<file path="src/rtl/clk_ctrl_pkg.sv">
// Shared types and default timing for the alarm clock mode sequencer.
package clk_ctrl_pkg;

    typedef enum logic [2:0] {RUN, SET_HRS, SET_MIN, ALM_HRS, ALM_MIN} mode_t;
    typedef enum logic [1:0] {A_IDLE, A_RING, A_SNOOZE} alarm_t;

    localparam int HOLD_T_DEF   = 2;
    localparam int IDLE_TO_DEF  = 30;
    localparam int RING_S_DEF   = 60;
    localparam int SNOOZE_S_DEF = 300;

    // Mode ring order: RUN -> SET_HRS -> SET_MIN -> ALM_HRS -> ALM_MIN -> RUN
    function automatic mode_t next_mode(input mode_t m);
        case (m)
            RUN:     return SET_HRS;
            SET_HRS: return SET_MIN;
            SET_MIN: return ALM_HRS;
            ALM_HRS: return ALM_MIN;
            default: return RUN;
        endcase
    endfunction

    function automatic logic is_alm(input mode_t m);
        return (m == ALM_HRS) || (m == ALM_MIN);
    endfunction

    function automatic logic is_tset(input mode_t m);
        return (m == SET_HRS) || (m == SET_MIN);
    endfunction

endpackage

</file>
<file path="src/rtl/btn_repeat.sv">
// Button edge detect with hold-to-repeat: one strobe on press, then one per
// tick once the button has been held for HOLD_T ticks.
module btn_repeat
    import clk_ctrl_pkg::*;
#(
    parameter int HOLD_T = HOLD_T_DEF
) (
    input  logic clk_i,
    input  logic rst_ni,
    input  logic btn_i,
    input  logic tick_i,
    input  logic en_i,     // field is editable (not RUN)
    input  logic clr_i,    // mode is changing this cycle
    output logic edge_o,
    output logic fire_o
);
    localparam int CW = $clog2(HOLD_T + 1);

    logic          prev_q;
    logic [CW-1:0] cnt_q, cnt_d;
    logic          held;

    assign edge_o = btn_i & ~prev_q;
    assign held   = en_i & btn_i & ~clr_i;
    assign fire_o = en_i & ~clr_i & (edge_o | (btn_i & tick_i & (cnt_q >= CW'(HOLD_T))));

    // Hold counter: counts ticks while held, saturates at HOLD_T, clears otherwise
    always_comb begin
        cnt_d = cnt_q;
        if (!held)
            cnt_d = '0;
        else if (tick_i && (cnt_q < CW'(HOLD_T)))
            cnt_d = cnt_q + 1'b1;
    end

    // prev resets high so a button held through reset produces no edge
    always_ff @(posedge clk_i or negedge rst_ni) begin
        if (!rst_ni) begin
            prev_q <= 1'b1;
            cnt_q  <= '0;
        end else begin
            prev_q <= btn_i;
            cnt_q  <= cnt_d;
        end
    end

endmodule

</file>
<file path="src/rtl/clock_ctrl_fsm.sv">
// Alarm clock mode sequencer (time/alarm set controls) and alarm scheduler
// (ring timeout, snooze). All outputs are registered.
module clock_ctrl_fsm
    import clk_ctrl_pkg::*;
#(
    parameter int HOLD_T   = HOLD_T_DEF,
    parameter int IDLE_TO  = IDLE_TO_DEF,
    parameter int RING_S   = RING_S_DEF,
    parameter int SNOOZE_S = SNOOZE_S_DEF
) (
    input  logic       clk_i,
    input  logic       rst_ni,
    input  logic       tick_i,
    input  logic       mode_btn_i,
    input  logic       adv_btn_i,
    input  logic       snooze_btn_i,
    input  logic       alarm_on_i,
    input  logic       alarm_match_i,
    output logic       timeset_o,
    output logic       alarmset_o,
    output logic       hrsadv_o,
    output logic       minadv_o,
    output logic       buzz_o,
    output logic       blink_o,
    output logic [2:0] mode_o
);
    localparam int IW = $clog2(IDLE_TO + 1);
    localparam int RW = $clog2(RING_S + 1);
    localparam int SW = $clog2(SNOOZE_S + 1);

    mode_t         mode_q, mode_d;
    alarm_t        alarm_q, alarm_d;
    logic [IW-1:0] idle_q, idle_d;
    logic [RW-1:0] ring_q, ring_d;
    logic [SW-1:0] snz_q, snz_d;
    logic          mode_prev_q, snz_prev_q, match_prev_q;
    logic          mode_edge, snz_edge, match_edge, adv_edge, adv_fire, mode_chg;
    logic          timeset_q, alarmset_q, hrsadv_q, minadv_q, buzz_q, blink_q, blink_d;

    assign mode_edge  = mode_btn_i & ~mode_prev_q;
    assign snz_edge   = snooze_btn_i & ~snz_prev_q;
    assign match_edge = alarm_match_i & ~match_prev_q;
    assign mode_chg   = (mode_d != mode_q);

    btn_repeat #(.HOLD_T(HOLD_T)) u_adv (
        .clk_i  (clk_i),
        .rst_ni (rst_ni),
        .btn_i  (adv_btn_i),
        .tick_i (tick_i),
        .en_i   (mode_q != RUN),
        .clr_i  (mode_chg),
        .edge_o (adv_edge),
        .fire_o (adv_fire)
    );

    // Mode sequencing and idle timeout back to RUN
    always_comb begin
        mode_d = mode_q;
        idle_d = idle_q;
        if (mode_q == RUN) begin
            idle_d = '0;
            if (mode_edge) mode_d = SET_HRS;
        end else if (mode_edge || adv_edge || snz_edge) begin
            idle_d = '0;
            if (mode_edge) mode_d = next_mode(mode_q);
        end else if (tick_i) begin
            if (idle_q >= IW'(IDLE_TO - 1)) begin
                mode_d = RUN;
                idle_d = '0;
            end else begin
                idle_d = idle_q + 1'b1;
            end
        end
    end

    // Alarm scheduler: switch-off and alarm editing override everything
    always_comb begin
        alarm_d = alarm_q;
        ring_d  = ring_q;
        snz_d   = snz_q;
        if (!alarm_on_i || is_alm(mode_d)) begin
            alarm_d = A_IDLE;
            ring_d  = '0;
            snz_d   = '0;
        end else begin
            case (alarm_q)
                A_IDLE: if (match_edge && !is_alm(mode_q)) begin
                    alarm_d = A_RING;
                    ring_d  = '0;
                end
                A_RING: if (snz_edge) begin
                    alarm_d = A_SNOOZE;
                    snz_d   = SW'(SNOOZE_S);
                end else if (tick_i) begin
                    if (ring_q >= RW'(RING_S - 1)) begin
                        alarm_d = A_IDLE;
                        ring_d  = '0;
                    end else begin
                        ring_d = ring_q + 1'b1;
                    end
                end
                A_SNOOZE: if (snz_q == '0 || (tick_i && snz_q == SW'(1))) begin
                    alarm_d = A_RING;
                    ring_d  = '0;
                    snz_d   = '0;
                end else if (tick_i) begin
                    snz_d = snz_q - 1'b1;
                end
                default: alarm_d = A_IDLE;
            endcase
        end
    end

    // Blink restarts low on every mode entry, toggles per tick, low in RUN
    always_comb begin
        blink_d = blink_q;
        if (mode_d == RUN || mode_chg)
            blink_d = 1'b0;
        else if (tick_i)
            blink_d = ~blink_q;
    end

    // State, edge history and registered outputs
    always_ff @(posedge clk_i or negedge rst_ni) begin
        if (!rst_ni) begin
            mode_q       <= RUN;
            alarm_q      <= A_IDLE;
            idle_q       <= '0;
            ring_q       <= '0;
            snz_q        <= '0;
            mode_prev_q  <= 1'b1;
            snz_prev_q   <= 1'b1;
            match_prev_q <= 1'b1;
            timeset_q    <= 1'b0;
            alarmset_q   <= 1'b0;
            hrsadv_q     <= 1'b0;
            minadv_q     <= 1'b0;
            buzz_q       <= 1'b0;
            blink_q      <= 1'b0;
        end else begin
            mode_q       <= mode_d;
            alarm_q      <= alarm_d;
            idle_q       <= idle_d;
            ring_q       <= ring_d;
            snz_q        <= snz_d;
            mode_prev_q  <= mode_btn_i;
            snz_prev_q   <= snooze_btn_i;
            match_prev_q <= alarm_match_i;
            timeset_q    <= is_tset(mode_d);
            alarmset_q   <= is_alm(mode_d);
            hrsadv_q     <= adv_fire & ((mode_q == SET_HRS) || (mode_q == ALM_HRS));
            minadv_q     <= adv_fire & ((mode_q == SET_MIN) || (mode_q == ALM_MIN));
            buzz_q       <= (alarm_d == A_RING);
            blink_q      <= blink_d;
        end
    end

    assign timeset_o  = timeset_q;
    assign alarmset_o = alarmset_q;
    assign hrsadv_o   = hrsadv_q;
    assign minadv_o   = minadv_q;
    assign buzz_o     = buzz_q;
    assign blink_o    = blink_q;
    assign mode_o     = mode_q;

endmodule

</file>
<file path="config.mk">
export PLATFORM = sky130hd
export DESIGN_NAME = clock_ctrl_fsm
export DESIGN_NICKNAME = d
export VERILOG_FILES = /design/src/rtl/clk_ctrl_pkg.sv /design/src/rtl/btn_repeat.sv /design/src/rtl/clock_ctrl_fsm.sv
export SDC_FILE = /design/constraint.sdc
export NUM_CORES = 1
export LEC_CHECK = 0
export ABC_AREA = 1
export CORE_UTILIZATION = 53
export DETAILED_ROUTE_END_ITERATION = 6
export PLACE_DENSITY = 0.88
export REMOVE_ABC_BUFFERS = 1
export SLEW_MARGIN = 20
export SYNTH_ARGS = -nofsm -noshare
export SYNTH_HDL_FRONTEND = slang
export SYNTH_SLANG_ARGS = --single-unit
export TNS_END_PERCENT = 1
</file>
<file path="constraint.sdc">
create_clock -name clk_i -period 2 [get_ports clk_i]
set_input_delay 0.2 -clock clk_i [delete_from_list [all_inputs] [get_ports clk_i]]
set_output_delay 0.2 -clock clk_i [all_outputs]
set_load 0.02 [all_outputs]
</file>
=== Word level (Yosys, flattened, before mapping) ===
Cells that the tools add are included.

* Reductions and logical operators: 26
* Add/subtract/negate cells: 4
* Bitwise operators: 19
* Order comparisons: 4
* Equal/unequal tests: 20
* Mux-type cells: 34

{| class="wikitable"
|+ Operators with widths
! kind !! count
|-
| $mux W6 || 6
|-
| $mux W9 || 4
|-
| $mux W5 || 4
|-
| $mux W3 || 6
|-
| $pmux W6 S3 || 1
|-
| $pmux W9 S2 || 1
|-
| $mux W2 || 8
|-
| $ne A3 B3 Y1 const B || 5
|-
| $and A1 B1 Y1 || 12
|-
| $eq A3 B2 Y1 const B || 4
|-
| $logic_or A1 B1 Y1 || 10
|-
| $eq A9 B1 Y1 const B || 1
|-
| $logic_not A9 Y1 || 1
|-
| $pmux W3 S3 || 1
|-
| $reduce_bool A3 Y1 || 3
|-
| $sub A9 B1 Y9 const B || 1
|-
| $add A6 B1 Y6 const B || 1
|-
| $eq A3 B1 Y1 const B || 2
|-
| $eq A3 B3 Y1 const B || 2
|-
| $ge A6 B6 Y1 const B || 1
|-
| $logic_not A3 Y1 || 2
|-
| $not A1 Y1 || 6
|-
| $pmux W2 S3 || 1
|-
| $add A5 B1 Y5 const B || 1
|-
| other kinds (18) || 23
|}

* Register bits after elaboration: 37
* Output and inout bits: 9

=== Depth between registers and ports, before layout ===
Gate-level depths: netlist of the first run.

* Depth in word-level cells: 11
* Depth in mapped cells: 16
* Depth with buffers taken out: 15

=== By module ===
A second synthesis of the first run with hierarchy kept.

* Cell total of the unflattened synthesis: 297
* Area, all modules: 2,279.7 um^2

{| class="wikitable"
|+ Modules (own cells, without submodules)
! module !! cells an instance !! area an instance (um^2) !! instances
|-
| clock_ctrl_fsm || 270 || 2,093.3 || 1
|-
| btn_repeat || 27 || 186.4 || 1
|}

=== Least setup slack after synthesis of the first run ===
OpenSTA, ideal clock, no wires.

* Path kind: reg-to-reg
* From: reg idle_q[0]
* To: reg snz_q[8]
* Path slack: 0.169 ns
* Stages on the path, launching flop included: 15
* Clock period less this slack: 1.831 ns
* Library setup time: 0.066 ns
* Data arrival time: 1.766 ns
* Path buffers: 0
* Cells stage by stage: dfrtp_1 -> ha_1 -> nor2_1 -> nand2_1 -> nand3_4 -> nand2_1 -> nand2_1 -> nand2_2 -> clkinv_2 -> nand2_4 -> nand2_4 -> nand4_2 -> nand2_4 -> nand2_1 -> nand2_1

* Word-level cells in the longest chain between the ends: 10
* Elaborated cells on any way between the ends: 14

{| class="wikitable"
|+ RTL lines
! element !! RTL line !! RTL
|-
| start: declaration || clock_ctrl_fsm.sv:33 || <nowiki>logic [IW-1:0] idle_q, idle_d;</nowiki>
|-
| start signal: assignment || clock_ctrl_fsm.sv:143 || <nowiki>idle_q <= idle_d;</nowiki>
|-
| $ge A5 B5 Y1 * || clock_ctrl_fsm.sv:67 || <nowiki>if (idle_q >= IW'(IDLE_TO - 1)) begin</nowiki>
|-
| $mux W3 * || clock_ctrl_fsm.sv:67 ||
|-
| $mux W3 * || clock_ctrl_fsm.sv:66 || <nowiki>end else if (tick_i) begin</nowiki>
|-
| $mux W3 * || clock_ctrl_fsm.sv:63 || <nowiki>end else if (mode_edge || adv_edge || snz_edge) begin</nowiki>
|-
| $mux W3 * || clock_ctrl_fsm.sv:60 || <nowiki>if (mode_q == RUN) begin</nowiki>
|-
| named net mode_d[2] || clock_ctrl_fsm.sv:31 || <nowiki>mode_t mode_q, mode_d;</nowiki>
|-
| $eq A3 B2 Y1 or $eq A3 B3 Y1 (tied branches) || clk_ctrl_pkg.sv:24 || <nowiki>return (m == ALM_HRS) || (m == ALM_MIN);</nowiki>
|-
| $logic_or A1 B1 Y1 * || clk_ctrl_pkg.sv:24 ||
|-
| $logic_or A1 B1 Y1 * || clock_ctrl_fsm.sv:81 || <nowiki>if (!alarm_on_i || is_alm(mode_d)) begin</nowiki>
|-
| $ne A4 B4 Y1 (no source line), or another cell as far along || -- ||
|-
| $reduce_and A3 Y1 (no source line) || -- ||
|-
| end signal: assignment || clock_ctrl_fsm.sv:145 || <nowiki>snz_q <= snz_d;</nowiki>
|-
| end: declaration || clock_ctrl_fsm.sv:35 || <nowiki>logic [SW-1:0] snz_q, snz_d;</nowiki>
|}

The timed path passes the listed nets; every way through them passes the cells marked *.
A chain may end at the register's enable or synchronous reset.

=== Worst setup path in the final report of the first run ===
* From: reg snz_q[1]
* To: reg snz_q[6]

* Word-level cells in the longest chain between the ends: 6
* Elaborated cells on any way between the ends: 11

{| class="wikitable"
|+ RTL lines
! element
|-
| parallel branches: the longest is 6 deep, another holds $sub A9 B1 Y9
|}

Parallel ways; which one is timed is not known. The select of a mux whose other input is x is not followed.

==> reports/qor.csv, run 1 <==
metric,value,unit
status,completed,
number of diodes,0,
crit-path cells,"inv_2, ha_1, nand2_1, inv_1, o21ai_1, nor3_4, nor2_1, nand4_2, nand3_1, nand2_1",
Sequential Power Share,0.317,
"wirelength, routed",5697,µm
DRC viols,0,
Routed Antenna Nets,0,
Highest Clock Rate,513.2,MHz
Setup TNS,0,ns
Peak VDD IR,0.0004378,V
pre-CTS setup slack,-0.1638,ns
Slowest cell on crit path,dfrtp_1,
Max stage delay on crit path,0.39,ns
Hold Fails Final Rpt,0,
Root Driver,clkbuf_8,
Syn. warnings,0,
Mapped Cells,297,
Layout Skew,0.005870,ns
starting density of the core,0.5710,
post-DP HPWL,3920,µm
most common cell in the netlist,nand2_1,
Worst EP required,2.18,ns
Max clock buf depth,2,
Worst EP arrival,2.13,ns
max capacitance violation total,0,
final setup fails,0,
Core Rows,23,
crit path capture,snz_q[6],
Port Buf Inserts,16,
share of the synthesized area in the top cell type,0.3514,
P_leak,1.380,nW
Die Y,68.59,µm
total global routing overflow,0,
Clk network pwr share,0.172,
DR iter-0 viols,322,
register area share after synthesis,0.3962,
first drt pass iteration count,5,
H-tree depth,2,
number of antenna violations at the first check in global routing,0,
Final period util,0.9743,
number of vias per cell,5.732,
Worst-Margin Slew,0.8429,ns
Slew headroom,0.4381,
CP endpoint kind,flop,
multi-input logic area,1379,µm²
Power Dens Cells,1082,nW/µm²
most frequent CP cell,nand2_1,
Chip Width,68.59,µm
largest net degree at the start of global routing,38,
layout cell share with drive strength beyond 1,0.2609,
routed vias,2264,
design area,2918,µm²
Post-synth EDFFs,0,
CP startpoint,snz_q[1],
sw frac,0.4281,
Netlist Area Pre-Place,2350,µm²
P_int,1.805,mW
Fin Hold WS,0.01475,ns
crit start category,flop,
total clock sinks,37,
Post-synth ARST share,1.000,
synth cell count leaders,"68 x nand2_1, 38 x nor2_1, 33 x dfrtp_1",
Yosys reg bits,37,
RR Endpoint,snz_q[6],
# IOs,17,
Main synth FF type,dfrtp_1,
fillcell total,290,
hold crit path type,input port to async pin,
switching pwr,1.352,mW
DP Area,2734,µm²
FF-to-FF path depth,10,
critical path class,flop to flop,
clock buffer count from CTS,5,
final slew viol count,0,
first-pass GRT wire length,9094,µm
Core Area,4115,µm²
die area,4704,µm²
clock slew at reported path FFs,0.07,ns
Area Overhead vs Synth,24.17,%
RePlAce Congestion,0.9370,
worst-skew pair later-pin latency,0.29,ns
Netlist cell types,37,
Crit Path Max Fanout,6,
Setup WS post-layout,0.05130,ns
number of global-route vias before repair,2017,
CTS tree,done,
"top cells by area, synth","dfrtp_1 35%, nand2_1 11%, nor2_1 6.1%, nand3_1 5.8%, dfstp_2 4.5%",
Total GRT Usage,0.2625,
Gate power share,0.511,
"Min Clock Period, post-route",1.949,ns
reg2reg start,snz_q[1],
leading area contributor after synthesis,dfrtp_1,
final net count,359,
Reg area,932.1,µm²
drt wl/cell,14.42,µm
"Avg Cell Area, Syn",7.912,µm²
r2r setup slk,0.05,ns
[kinds of logic after synthesis]
| family | Yosys count | synth area share |
|---|---|---|
| AND/OR/NAND/NOR | 179 | 0.3903 |
| flip-flops | 37 | 0.3962 |
| AO/OA/AOI/OAI | 33 | 0.08254 |
| buffers and inverters | 31 | 0.05644 |
| XOR/XNOR | 10 | 0.03728 |
| adder cells (fa/ha/maj) | 7 | 0.03727 |
[how the worst min path moves through the flow]
stage	slack, ns	endpoint	cells past startpoint	start
2_1_floorplan	-0.1	alarm_q[0]	0	rst_ni
5_1_grt	0.08	snz_q[0]	1	rst_ni
6_report	0.01	idle_q[0]	1	rst_ni
3_3_place_gp	0.34	u_adv.cnt_q[1]	1	rst_ni
4_1_cts	0.04	idle_q[0]	1	rst_ni
3_5_place_dp	0.35	u_adv.cnt_q[1]	1	rst_ni
[layout by cell type (no fill, tap or decap), types with 3 or more instances in the layout]
cell / Yosys / routed
nand4_1: 9 / 9
nand2_1: 68 / 66
xor2_1: 8 / 8
clkdlybuf4s50_1: 0 / 15
nor2_4: 4 / 5
a21oi_1: 13 / 13
nor2_2: 3 / 5
dfstp_2: 4 / 4
nand3_1: 27 / 26
nor3_1: 3 / 3
inv_2: 7 / 9
clkbuf_8: 0 / 6
nand2_2: 11 / 14
nor2_1: 38 / 35
inv_1: 20 / 18
o21ai_0: 8 / 8
dfrtp_1: 33 / 32
ha_1: 7 / 7
nand2_4: 8 / 6
buf_4: 2 / 23
[routing by layer]
metal / vias to the layer above / global-route usage / routed length [µm]
li1: 1072 / - / -
met1: 1061 / 0.3316 / 2418
met2: 120 / 0.4485 / 2771
met3: 11 / 0.05099 / 438
met4: 0 / 0.08073 / 68
met5: - / 0 / 0
[critical path: cells and delay by family, from the launching register on]
family / cells / cell delay [ns]
flops: 1 / 0.39
fa+ha+maj: 1 / 0.17
compound gates: 1 / 0.20
simple gates: 6 / 0.97
buf+inv: 2 / 0.11
[sequential cells by signal, indices dropped and copies added, names as in the netlist, 2 cells and up]
signal       flops
alarm_q          2
idle_q           5
mode_o           3
ring_q           6
snz_q            9
u_adv.cnt_q      2
[power groups by stage]
stage | registers (mW) | clock network (mW) | logic (mW)
after detailed placement | 1.00 | 0 | 1.49
after global routing | 1.01 | 0.590 | 1.75
final | 1.00 | 0.543 | 1.61
after floorplan | 1.06 | 0 | 0.873
after CTS | 0.992 | 0.547 | 1.51
after global placement | 0.991 | 0 | 1.46
[what timing repair did]
action	4_1_cts	5_1_grt
pin swaps	0	3
gates cloned	0	3
buffers inserted	0	0
endpoints found under the setup margin	9	16
hold buffers	0	0
gates resized for setup	2	13
[stage by stage]
stage / power [mW] / util / instances
global placement: 2.455 / 0.6643 / 384
global route: 3.353 / 0.7090 / 395
detailed placement: 2.494 / 0.6643 / 384
floorplan: 1.929 / - / 294
finish: 3.157 / 0.7090 / 395
CTS: 3.052 / 0.6905 / 392
[cell type report]
cell class                 count  share of cell area
tap                           50             0.02144
inverter                      28             0.03645
sequential                    37              0.3195
clock buffer                   8             0.03087
multi-input combinational    232              0.4726
timing repair buffer          40              0.1192
(Power assumes the default switching activity.)
==> inputs of run 2 (changes only) <==
- MAX_ROUTING_LAYER: unset -> met4
- SLEW_MARGIN: 20 -> unset
==> reports/qor.csv, run 2 (synthesized netlist as in run 1, its figures left out) <==
metric,value,unit
max reg flops,9,
post-DP HPWL,3871,µm
status,completed,
crit-path cells,"inv_2, nand2_4, nand2_4, nor2_4, buf_6, nand3_2, nand2_2, nand2_4, nand2_4, nand2_8, nand4_4, nand2_4, nand2_1, nand2_1",
Hold Fails Final Rpt,0,
number of vias per cell,5.740,
DRC viols,0,
Chip Width,68.59,µm
clock slew at reported path FFs,0.08,ns
first drt pass iteration count,5,
CTS Hold Buffers Added,0,
Worst Path Buf+Inv,2,
Max stage delay on crit path,0.53,ns
clock buffer count from CTS,5,
final slew viol count,0,
first-pass GRT wire length,8894,µm
CTS tree,done,
worst-skew pair later-pin latency,0.29,ns
multi-input logic area,1463,µm²
Die Y,68.59,µm
max capacitance violation total,0,
CP top delay family,simple AND/OR/NAND/NOR gates,
number of antenna violations at the first check in global routing,0,
Worst EP required,2.18,ns
Highest Clock Rate,509.2,MHz
most frequent CP cell,nand2_4,
crit start category,flop,
final net count,364,
H-tree depth,2,
fin util,0.7394,
Max clock buf depth,2,
"Min Clock Period, post-route",1.964,ns
final setup fails,0,
biggest regs,"snz_q (9), ring_q (6), idle_q (5)",
routed vias,2296,
Core Rows,23,
Routed Antenna Nets,0,
Final period util,0.9820,
Peak VDD IR,0.0004945,V
drt wl/cell,14.96,µm
design area,3043,µm²
Worst EP arrival,2.14,ns
starting density of the core,0.5710,
DP Area,2741,µm²
die area,4704,µm²
Total GRT Usage,0.2603,
Biggest register,snz_q,
"Power, Total",3.318,mW
DR iter-0 viols,226,
Core Area,4115,µm²
Slowest cell on crit path,dfstp_2,
hold crit path type,input port to async pin,
number of global-route vias before repair,2026,
"wirelength, routed",5984,µm
"most common cell after layout, fill and taps aside",nand2_1,
# IOs,17,
Reg area,933.4,µm²
total global routing overflow,0,
fillcell total,275,
Area Overhead vs Synth,29.50,%
Layout Skew,0.007703,ns
P_leak,1.424,nW
Worst-Margin Slew,0.8310,ns
RePlAce Congestion,0.9239,
"commonest non-fill, non-tap cells in the layout","58 x nand2_1, 34 x nor2_1, 31 x dfrtp_1, 27 x buf_4, 24 x nand3_1",
critical path class,flop to flop,
number of diodes,0,
Setup TNS,0,ns
Slew headroom,0.4460,
Power Dens Cells,1090,nW/µm²
Port Buf Inserts,16,
Root Driver,clkbuf_8,
layout cell share with drive strength beyond 1,0.3343,
total clock sinks,37,
Crit Path Max Fanout,6,
RSZ-0062 raised after global routing,yes,
CP endpoint kind,flop,
largest net degree at the start of global routing,38,
==> run 2: cell types whose count changed in the layout (fill, tap and decap cells not counted), sizes merged <==
cell / previous run / this run
buf: 25 / 30
clkbuf: 8 / 5
clkinv: 1 / 3
clkinvlp: 0 / 1
==> run 2: through the flow <==
step	std cells	setup WS, ns	hold WS (ns)
final	400	0.03601	0.001227
after global placement	385	-0.1061	0.3385
after detailed placement	385	-0.1854	0.3528
after floorplan	294	0.1686	-0.09559
after CTS	393	0.02621	0.03864
after global routing	400	-0.06133	0.06410
==> run 2: worst paths after layout <==
kind	slack (ns)	start	depth (start not counted)	endpoint
setup reg to reg	0.04	snz_prev_q	14	snz_q[2]
setup / recovery	0.04	snz_prev_q	14	snz_q[2]
min in group clk_i	0.36	alarm_match_i	1	match_prev_q
hold / removal	0.001	rst_ni	1	u_adv.cnt_q[1]
hold reg to reg	0.54	snz_q[0]	2	snz_q[0]
max in group asynchronous	1.41	rst_ni	1	mode_o[1]
==> run 2: layout make-up <==
cell class / instances / share of cell area
multi-input combinational: 232 / 0.4807
sequential: 37 / 0.3067
timing repair buffer: 45 / 0.1279
inverter: 28 / 0.03577
clock buffer: 5 / 0.02262
tap: 50 / 0.02056
clock inverter: 3 / 0.005757
==> run 2: routing by layer <==
layer / vias to the layer above / global-route usage / routed length, µm
met3: 15 / 0.05099 / 374
li1: 1092 / - / -
met5: - / - / 0
met4: 0 / 0.08333 / 99
met1: 1084 / 0.3299 / 2588
met2: 105 / 0.4167 / 2921
==> run 2: report_power, final <==
part / internal (mW) / switching [mW] / leakage (nW) / total (mW)
Clock: 0.241 / 0.279 / 0.0439 / 0.520
Sequential: 0.863 / 0.145 / 0.486 / 1.01
Combinational: 0.738 / 1.05 / 0.895 / 1.79
Total: 1.84 / 1.48 / 1.42 / 3.32
==> run 2: repair_timing <==
action | CTS | global route
resized for setup | 2 | 41
setup endpoints to repair | 9 | 20
pin swaps | 0 | 17
endpoints found under the hold margin | 0 | 0
gates cloned | 0 | 3
buffers inserted | 0 | 4
